**config.mk**
```make
export PLATFORM = sky130hd
export DESIGN_NAME = hc32_tester
export DESIGN_NICKNAME = d
export VERILOG_FILES = /design/src/rtl/hc32_tester.sv
export SDC_FILE = /design/constraint.sdc
export NUM_CORES = 1
export LEC_CHECK = 0
export CAP_MARGIN = 10
export CORE_ASPECT_RATIO = 2
export CORE_MARGIN = 5
export CORE_UTILIZATION = 30
export DETAILED_ROUTE_END_ITERATION = 8
export PLACE_DENSITY_LB_ADDON = 0.05
export SYNTH_ARGS = -nofsm -noshare
export SYNTH_HDL_FRONTEND = slang
export SYNTH_SLANG_ARGS = --single-unit
```
**constraint.sdc**
```tcl
create_clock -name clk -period 4.9 [get_ports clk]
set_input_delay 0.49 -clock clk [delete_from_list [all_inputs] [get_ports clk]]
set_output_delay 0.49 -clock clk [all_outputs]
set_load 0.01 [all_outputs]
```
**src/rtl/hc32_tester.sv**
```systemverilog
// Stimulus/response tester for the hc32 quad-OR gate: sweeps {a,b}, samples out after a settle delay, counts mismatches.
// Optional first-failure capture is enabled by defining HC32_TESTER_FAILLOG_EN.
//
// state  | meaning
// IDLE   | waiting for start, a=b=0
// DRIVE  | present vector vec on a/b, load settle counter
// SETTLE | wait SETTLE_CYCLES for the gate to settle
// CHECK  | compare dut_out with a|b, advance vector/loop
// DONE   | report pass/err_cnt, hold last vector, wait for restart

module hc32_tester #(
    parameter int unsigned SETTLE_CYCLES = 4,
    parameter int unsigned LOOPS         = 1
) (
    input  logic       clk,
    input  logic       rst,
    input  logic       start,
    output logic       a,
    output logic       b,
    input  logic       dut_out,
    output logic       busy,
    output logic       done,
    output logic       pass,
    output logic [7:0] err_cnt,
    output logic [1:0] fail_vec,
    output logic       fail_valid
);

    typedef enum logic [2:0] {
        S_IDLE,
        S_DRIVE,
        S_SETTLE,
        S_CHECK,
        S_DONE
    } state_t;

    localparam logic [7:0] SETTLE_LD = 8'(SETTLE_CYCLES);
    localparam logic [7:0] LAST_LOOP = 8'(LOOPS - 1);

    state_t     state_q, state_d;
    logic [1:0] vec_q, vec_d;
    logic [7:0] loop_q, loop_d;
    logic [7:0] cnt_q, cnt_d;
    logic [7:0] err_q, err_d;
    logic       a_q, a_d;
    logic       b_q, b_d;
    logic       mismatch;

    assign mismatch = (state_q == S_CHECK) && (dut_out != (a_q | b_q));

    always_ff @(posedge clk or posedge rst) begin
        if (rst) begin
            state_q <= S_IDLE;
            vec_q   <= 2'd0;
            loop_q  <= 8'd0;
            cnt_q   <= 8'd0;
            err_q   <= 8'd0;
            a_q     <= 1'b0;
            b_q     <= 1'b0;
        end else begin
            state_q <= state_d;
            vec_q   <= vec_d;
            loop_q  <= loop_d;
            cnt_q   <= cnt_d;
            err_q   <= err_d;
            a_q     <= a_d;
            b_q     <= b_d;
        end
    end

    always_comb begin
        state_d = state_q;
        vec_d   = vec_q;
        loop_d  = loop_q;
        cnt_d   = cnt_q;
        err_d   = err_q;
        a_d     = a_q;
        b_d     = b_q;
        case (state_q)
            S_IDLE, S_DONE: begin
                if (start) begin
                    state_d = S_DRIVE;
                    vec_d   = 2'd0;
                    loop_d  = 8'd0;
                    err_d   = 8'd0;
                end
            end
            S_DRIVE: begin
                a_d     = vec_q[1];
                b_d     = vec_q[0];
                cnt_d   = SETTLE_LD;
                state_d = S_SETTLE;
            end
            S_SETTLE: begin
                if (cnt_q <= 8'd1) begin
                    state_d = S_CHECK;
                end else begin
                    cnt_d = cnt_q - 8'd1;
                end
            end
            S_CHECK: begin
                if (mismatch && (err_q != 8'hFF)) begin
                    err_d = err_q + 8'd1;
                end
                if (vec_q == 2'd3) begin
                    if (loop_q == LAST_LOOP) begin
                        state_d = S_DONE;
                    end else begin
                        loop_d  = loop_q + 8'd1;
                        vec_d   = 2'd0;
                        state_d = S_DRIVE;
                    end
                end else begin
                    vec_d   = vec_q + 2'd1;
                    state_d = S_DRIVE;
                end
            end
            default: state_d = S_IDLE;
        endcase
    end

    assign a       = a_q;
    assign b       = b_q;
    assign busy    = (state_q == S_DRIVE) || (state_q == S_SETTLE) || (state_q == S_CHECK);
    assign done    = (state_q == S_DONE);
    assign pass    = (state_q == S_DONE) && (err_q == 8'd0);
    assign err_cnt = err_q;

`ifdef HC32_TESTER_FAILLOG_EN
    logic [1:0] fail_vec_q;
    logic       fail_valid_q;
    logic       clr_log;

    assign clr_log = start && ((state_q == S_IDLE) || (state_q == S_DONE));

    // Only the first mismatch of a run is kept.
    always_ff @(posedge clk or posedge rst) begin
        if (rst) begin
            fail_vec_q   <= 2'b00;
            fail_valid_q <= 1'b0;
        end else if (clr_log) begin
            fail_vec_q   <= 2'b00;
            fail_valid_q <= 1'b0;
        end else if (mismatch && !fail_valid_q) begin
            fail_vec_q   <= {a_q, b_q};
            fail_valid_q <= 1'b1;
        end
    end

    assign fail_vec   = fail_vec_q;
    assign fail_valid = fail_valid_q;
`else
    assign fail_vec   = 2'b00;
    assign fail_valid = 1'b0;
`endif

endmodule

```
[After elaboration in Yosys (flattened, before gate mapping)]
Cells that the tools add are included.
Storage, ports and cells
  flip-flop bits (word level): 31
  bits in latches: 0
  RAM bits: 0
  bits in read-only memories: 0
  input port bits: 4
  output and inout port bits: 16
  logic and storage cells: 60
  memories: 0
Cells by class
  $add $sub $neg: 4
  $mul: 0
  divide/modulo/power cells: 0
  order comparisons: 1
  eq/ne operators: 14
  shift-type cells: 0
  muxes and demuxes: 17
  bitwise gates (word level): 1
  reduce and logical (&&, ||, !) cells: 16
Operators by type and width (number)
  case mux 8 bit (2 select lines): 3
  two-way mux 8 bit: 5
  adder 8 x 1 -> 8 bit, second input constant: 2
  logical NOT 8 bit: 2
  two-way mux 3 bit: 4
  case mux 3 bit (4 select lines): 1
  <= comparator 8 x 1 -> 1 bit, second input constant: 1
  != test 2 bit, second input constant: 4
  != test 8 bit, second input constant: 1
  subtractor 8 x 1 -> 8 bit, second input constant: 1
  == test 3 x 2 -> 1 bit, second input constant: 2
  two-way mux 2 bit: 3
  AND reduction 3 bit: 2
  != test 2 x 1 -> 1 bit, second input constant: 2
  case mux 2 bit (2 select lines): 1
  AND reduction 2 bit: 2
  AND reduction 4 bit: 1
  nonzero test 2 bit: 2
  == test 3 x 1 -> 1 bit, second input constant: 1
  == test 3 bit, second input constant: 1
  logical AND 1 bit: 3
  logical NOT 3 bit: 1
  != test 3 bit, second input constant: 1
  adder 2 x 1 -> 2 bit, second input constant: 1
  5 further kinds: 6

[Depth between registers and ports, before layout]
Gate-level depths: netlist of run 1.
  word-level depth: 6
  mapped depth: 7
  depth with buffers taken out: 7

[Worst setup path after synthesis of run 1]
Ideal clock, no wire load.
  path kind: register -> register
  from: register loop_q[0]
  to: register loop_q[2]
  library setup time: 0.120 ns
  arrival time: 1.666 ns
  data required time: 4.780 ns
  path slack: 3.114 ns
  stages on the path, launching flop included: 8
  path buffers: 0
  clock period less this slack: 1.786 ns
  cells stage by stage: dfrtp_1 -> inv_1 -> ha_1 -> or4b_1 -> o41a_1 -> nand3_1 -> xor2_1 -> nor2_1
Between the ends
  cells in the longest elaborated chain, start to end: 4
  elaborated cells between the ends (all ways): 7
  classes of those cells: 1 x add/sub; 1 x eq/ne; 3 x mux; 2 x reduce/logical
Ends and longest elaborated chain
  start, declared: line 42  | logic [7:0] loop_q, loop_d;
  start signal, assigned: line 63  | loop_q <= loop_d;
  adder 8 x 1 -> 8 bit: line 109  | loop_d = loop_q + 8'd1;
  two-way mux 8 bit: line 106  | if (loop_q == LAST_LOOP) begin
  two-way mux 8 bit: line 105  | if (vec_q == 2'd3) begin
  case mux 8 bit (2 select lines): line 79  | case (state_q)
Parallel ways exist; a longest one is shown, timed or not. The select of a mux whose other input is x is not followed.
A chain may end at the register's enable or synchronous reset.

[Worst setup path in the final report of run 1]
  from: register state_q[1]
  to: output port pass
Between the ends
  cells in the longest elaborated chain, start to end: 2
Ends and longest elaborated chain
  start, declared: line 40  | state_t state_q, state_d;
  start signal, assigned: line 61  | state_q <= state_d;
  == test 3 bit: line 126  | assign pass = (state_q == S_DONE) && (err_q == 8'd0);
  logical AND 1 bit: line 126
  end, declared: line 23  | output logic pass,
Every way passes these cells.

==> out/metrics.yaml, run 1 <==
drv_cap: 0
end_kind: "output pin"
fin_nets: 220
die_h_um: 118.4
dpl.hpwl_mm: 3.250
arrival_ns: 1.83
cp-start-kind: "register"
yosysSeqAreaShare: 0.4403
drive_above_1_share: 0.06731
drc: 0
synthArstFlopShare: 1.000
synth.distinct_cells: 49
min_period_ns: 2.315
worstPathRequired_ns: 4.41
start_util: 0.3086
antenna_found_initial: 0
setup_tns_ns: 0
timing.final.ws_setup_ns: 2.585
clk_latency_ns: 0.27
gr-total-overflow: 0
drt_first_pass_iters: 6
io_buffers: 16
slew_violations: 0
cts.sinks: 31
core-area_mm2: 0.005709
yosys.area.top_type: "dfrtp_1"
crit_chain: "nor2_1 > nand2_1 > inv_1 > and4_1 > clkdlybuf4s50_1"
grt_pass1_vias: 1433
cts_resized: 0
power_mw: 1.199
worstSetupPathType: "register to output pin"
placementRows: 39
reg2reg_depth: 7
avgSynthCellArea_um2: 9.224
postCtsHoldBufs: 0
timing.slew.headroom: 0.5519
ys.flop_type: "dfrtp_1"
drt_iter0_drc: 87
synth_top_cell_area_share: 0.4403
syn_to_final_growth_pct: 19.03
clock_skew_ns: 0.006811
post-route-period-util: 0.4725
post_drt_via_cell_ratio: 5.353
pin_count: 20
vias: 1440
root_buffer: "clkbuf_16"
ant_nets: 0
hold_slack_ns: 0.4755
power.density_mw_per_mm2: 571.8
synth_area_leaders: "dfrtp_1 (44%), ha_1 (5.0%), nor2_1 (4.9%)"
hold_violations: 0
hold_path_depth: 1
synth.ff_latch_count: 31
cp_slowest_stage_delay_ns: 0.53
cts-htree-levels: 2
synth_area_mm2: 0.001762
cp_slowest_cell: "clkdlybuf4s50_1"
crit_fanout: 9
track_usage: 0.1214
r2r_slack_ns: 2.92
antenna_cells: 0
rsz0062_at_grt: "no"
hold_class: "register to register"
dieWidth_um: 64.19
final_cell_mix: "dfrtp_1 (31), nor2_1 (23), nand3_1 (16), clkdlybuf4s50_1 (16), nand2_1 (13)"
grt_pass1_wl_mm: 7.272
path_clk_slew_ns: 0.05
cts_buffers: 5
status: "finished, final reports clean"
grt_max_degree: 32
pre_cts_ws_ns: 2.779
cts_buffer_depth: 2
fmax_mhz: 431.9
post_drt_wl_per_cell_um: 16.04
synth_edf_count: 0
ir_worst_vdd_v: 0.0003569
yosysWarnings: 0
power.static_leakage_nw: 0.9248
die_area_mm2: 0.007598
setup_viol: 0
drt-total-wl_mm: 4.314
tightest_slew_ns: 0.6721
cts_tree: "yes"
postCtsSetupBuffers: 0
layout_commonest_cell: "dfrtp_1"
syn_inst: 191
gp_congestion: 0.8560
[area by class of cell]
class / count / area, µm²
multi-input cells: 141 / 899.6
flip-flops and latches: 31 / 775.7
well taps: 61 / 76.32
repair buffers: 17 / 167.7
fillers: 591 / 3612
inverters: 13 / 48.80
clock buffers: 6 / 128.9
[cell usage after synthesis, types with 2 or more instances]
library cell  instances
a21oi_1               5
a31oi_1               4
and3_1                4
and4_1                2
buf_2                 3
buf_4                 3
dfrtp_1              31
ha_1                  7
inv_1                11
inv_2                 2
mux2_1                2
nand2_1              13
nand3_1              16
nand4_1               2
nor2_1               23
nor3_1                6
nor4_1                3
o211ai_1              2
o21ai_0               5
o21ai_1               9
o311ai_0              2
o31ai_1               2
xnor2_1               2
xor2_1                7
[critical path: cells and delay by family, from the launching register on]
family / cells / cell delay [ns]
buffers and inverters: 2 / 0.63
flip-flops: 1 / 0.46
AND/OR/NAND/NOR: 3 / 0.46
[metal layers]
metal,global-route usage,vias up,part of all wire
met4,0.04968,0,0.016
met1,0.1312,698,0.38
met5,0,-,0
li1,-,709,-
met2,0.2204,27,0.56
met3,0.02657,6,0.034
[report_power, final]
part           internal, mW  switching [mW]  total, mW
combinational         0.206           0.293      0.500
sequential            0.325          0.0899      0.415
clock                 0.182           0.102      0.284
total                 0.714           0.485       1.20
[worst paths after layout]
| check | from | endpoint |
|---|---|---|
| worst max-delay path | state_q[1] | pass |
| worst min-delay path | loop_q[7] | loop_q[7] |
| worst max register to register | loop_q[0] | vec_q[1] |
| worst min register to register | loop_q[7] | loop_q[7] |
| max in group asynchronous | rst | loop_q[0] |
| min in group asynchronous | rst | err_cnt[7] |
[metrics by stage]
step,cells,util,cell area (µm²)
after floorplan,193,-,1769
after global placement,263,0.3447,1968
after detailed placement,263,0.3447,1968
after global routing,269,0.3673,2097
after CTS,269,0.3673,2097
final,269,0.3673,2097
[cell families after synthesis]
family          count (synthesis)  share of synthesized area
simple gates                   78                     0.2280
compound gates                 40                     0.1570
flops                          31                     0.4403
buf+inv                        21                    0.05326
xor+xnor                        9                    0.04475
fa+ha+maj                       7                    0.04971
mux                             4                    0.02486
other cells                     1                   0.002129
[state kept, by name, summed over array words and instances, names as in the netlist]
signal and flops:
b 1, vec_q 2, loop_q 8, a 1, state_q 3, err_cnt 8
cnt_q 8
(Power assumes the default switching activity.)
==> run 2, diff against run 1 <==
- clock period: 4.9 -> 1.9 ns (I/O delays scaled with it)
==> run 2 against run 1 <==
The run now ends with negative setup slack left. First-iteration DRC count down 4.6%. Combinational power increased to 3.2 times the previous value. Sequential power grew to 2.5 times the previous value. Global-route usage grew 1.2 points.
==> out/metrics.yaml, run 2 (synthesis gave the netlist of run 1 again) <==
post_drt_via_cell_ratio: 5.300
worstPathRequired_ns: 2.06
ir_worst_vdd_v: 0.0008948
cpLargestDelayFamily: "simple AND/OR/NAND/NOR gates"
internal-power_mw: 2.036
hold_slack_ns: 0.3123
root_buffer: "clkbuf_16"
switchingPower_mw: 1.331
grt_pass1_wl_mm: 8.004
pwr-share-comb: 0.471
grt_pass1_vias: 1608
placed_cell_area_mm2: 0.002088
status: "finished, violations left"
arrival_ns: 2.09
antenna_found_initial: 0
core-area_mm2: 0.005709
crit_fanout: 4
cp_slowest_stage_delay_ns: 0.46
postCtsHoldBufs: 0
cts_tree: "yes"
placed_cells: 279
drt-total-wl_mm: 4.667
reg2reg_from: "loop_q[1]"
final_cell_mix: "dfrtp_1 (30), nor2_1 (22), buf_4 (19)"
clk_latency_ns: 0.27
track_usage: 0.1334
clock_skew_ns: 0.005035
io_buffers: 16
cts-htree-levels: 2
drive_above_1_share: 0.1903
fmax_mhz: 516.8
vias: 1521
cts.sinks: 31
hold_violations: 0
end_kind: "register"
hold_class: "primary input to asynchronous set/reset pin"
pre_cts_ws_ns: 0.03076
rsz0062_at_grt: "yes"
crit_chain: "inv_2 > ha_4 > or4b_4 > o41a_1 > nand3_2 > xor2_1 > nor2_1"
setup_viol: 2
pwr-share-clk: 0.217
grt_max_degree: 32
post-route-period-util: 1.018
placementRows: 39
timing.final.ws_setup_ns: -0.03483
nFillCells: 571
antenna_cells: 0
power_mw: 3.367
r2r_slack_ns: -0.03
power.static_leakage_nw: 1.022
drv_cap: 0
power.density_mw_per_mm2: 1480
crit_buf_inv: 1
drt_iter0_drc: 83
syn_to_final_growth_pct: 29.12
start_util: 0.3086
die_h_um: 118.4
cp-start-kind: "register"
post_drt_wl_per_cell_um: 16.26
min_period_ns: 1.935
design_area_mm2: 0.002275
dpl.hpwl_mm: 3.577
setup_tns_ns: -0.04009
path_clk_slew_ns: 0.05
sw_frac_of_total: 0.3953
gr-total-overflow: 0
reg2reg_depth: 7
cp_slowest_cell: "or4b_4"
dieWidth_um: 64.19
postLayoutCoreUtil: 0.3984
slew_violations: 0
timing.rr.end: "loop_q[2]"
drt_first_pass_iters: 4
cp-startpoint: "loop_q[1]"
die_area_mm2: 0.007598
layout_commonest_cell: "dfrtp_1"
ant_nets: 0
pin_count: 20
gp_congestion: 0.8174
fin_cells: 287
cts_buffer_depth: 2
drc: 0
worstSetupPathType: "register to register"
violations: "negative setup slack"
cts_buffers: 5
seq_power_share: 0.312
fin_nets: 238
-- run 2: worst max-delay path by stage --
stage,end,cells after the start
final,loop_q[2],7
after global routing,loop_q[2],7
after CTS,vec_q[1],7
after detailed placement,vec_q[1],7
after global placement,loop_q[2],7
after floorplan,loop_q[2],7
-- run 2: tightest hold or removal path, stage by stage --
cell and delay [ns]:
clkdlybuf4s50_1 0.40, inv_1 0.05, buf_4 0.36
-- run 2: metal layers --
metal  vias up  global-route usage  wire (µm)
met5         -                   0          0
met3         8             0.02372        146
met4         0             0.05732        123
li1        745                   -          -
met2        29              0.2550       2675
met1       739              0.1341       1721
-- run 2: layout make-up --
type	count	area [µm²]	area share
clock buffer	6	128.9	0.05666
inverter	13	48.80	0.02145
multi-input combinational	141	942.2	0.4142
sequential	31	777.0	0.3416
tap	61	76.32	0.03355
timing repair buffer	35	301.5	0.1326
-- run 2: timing repair --
action                     CTS  global route
cloned                       0             0
gates resized for setup      3            10
setup endpoints to repair    1             7
buffers inserted             0             2
pin swaps                    0             7
-- run 2: power by group through the flow --
stage,logic (mW),registers [mW],clock network (mW)
after floorplan,0.947,1.02,0
after global placement,1.50,1.04,0
after detailed placement,1.54,1.05,0
after CTS,1.55,1.05,0.760
after global routing,1.79,1.08,0.783
final,1.59,1.05,0.730
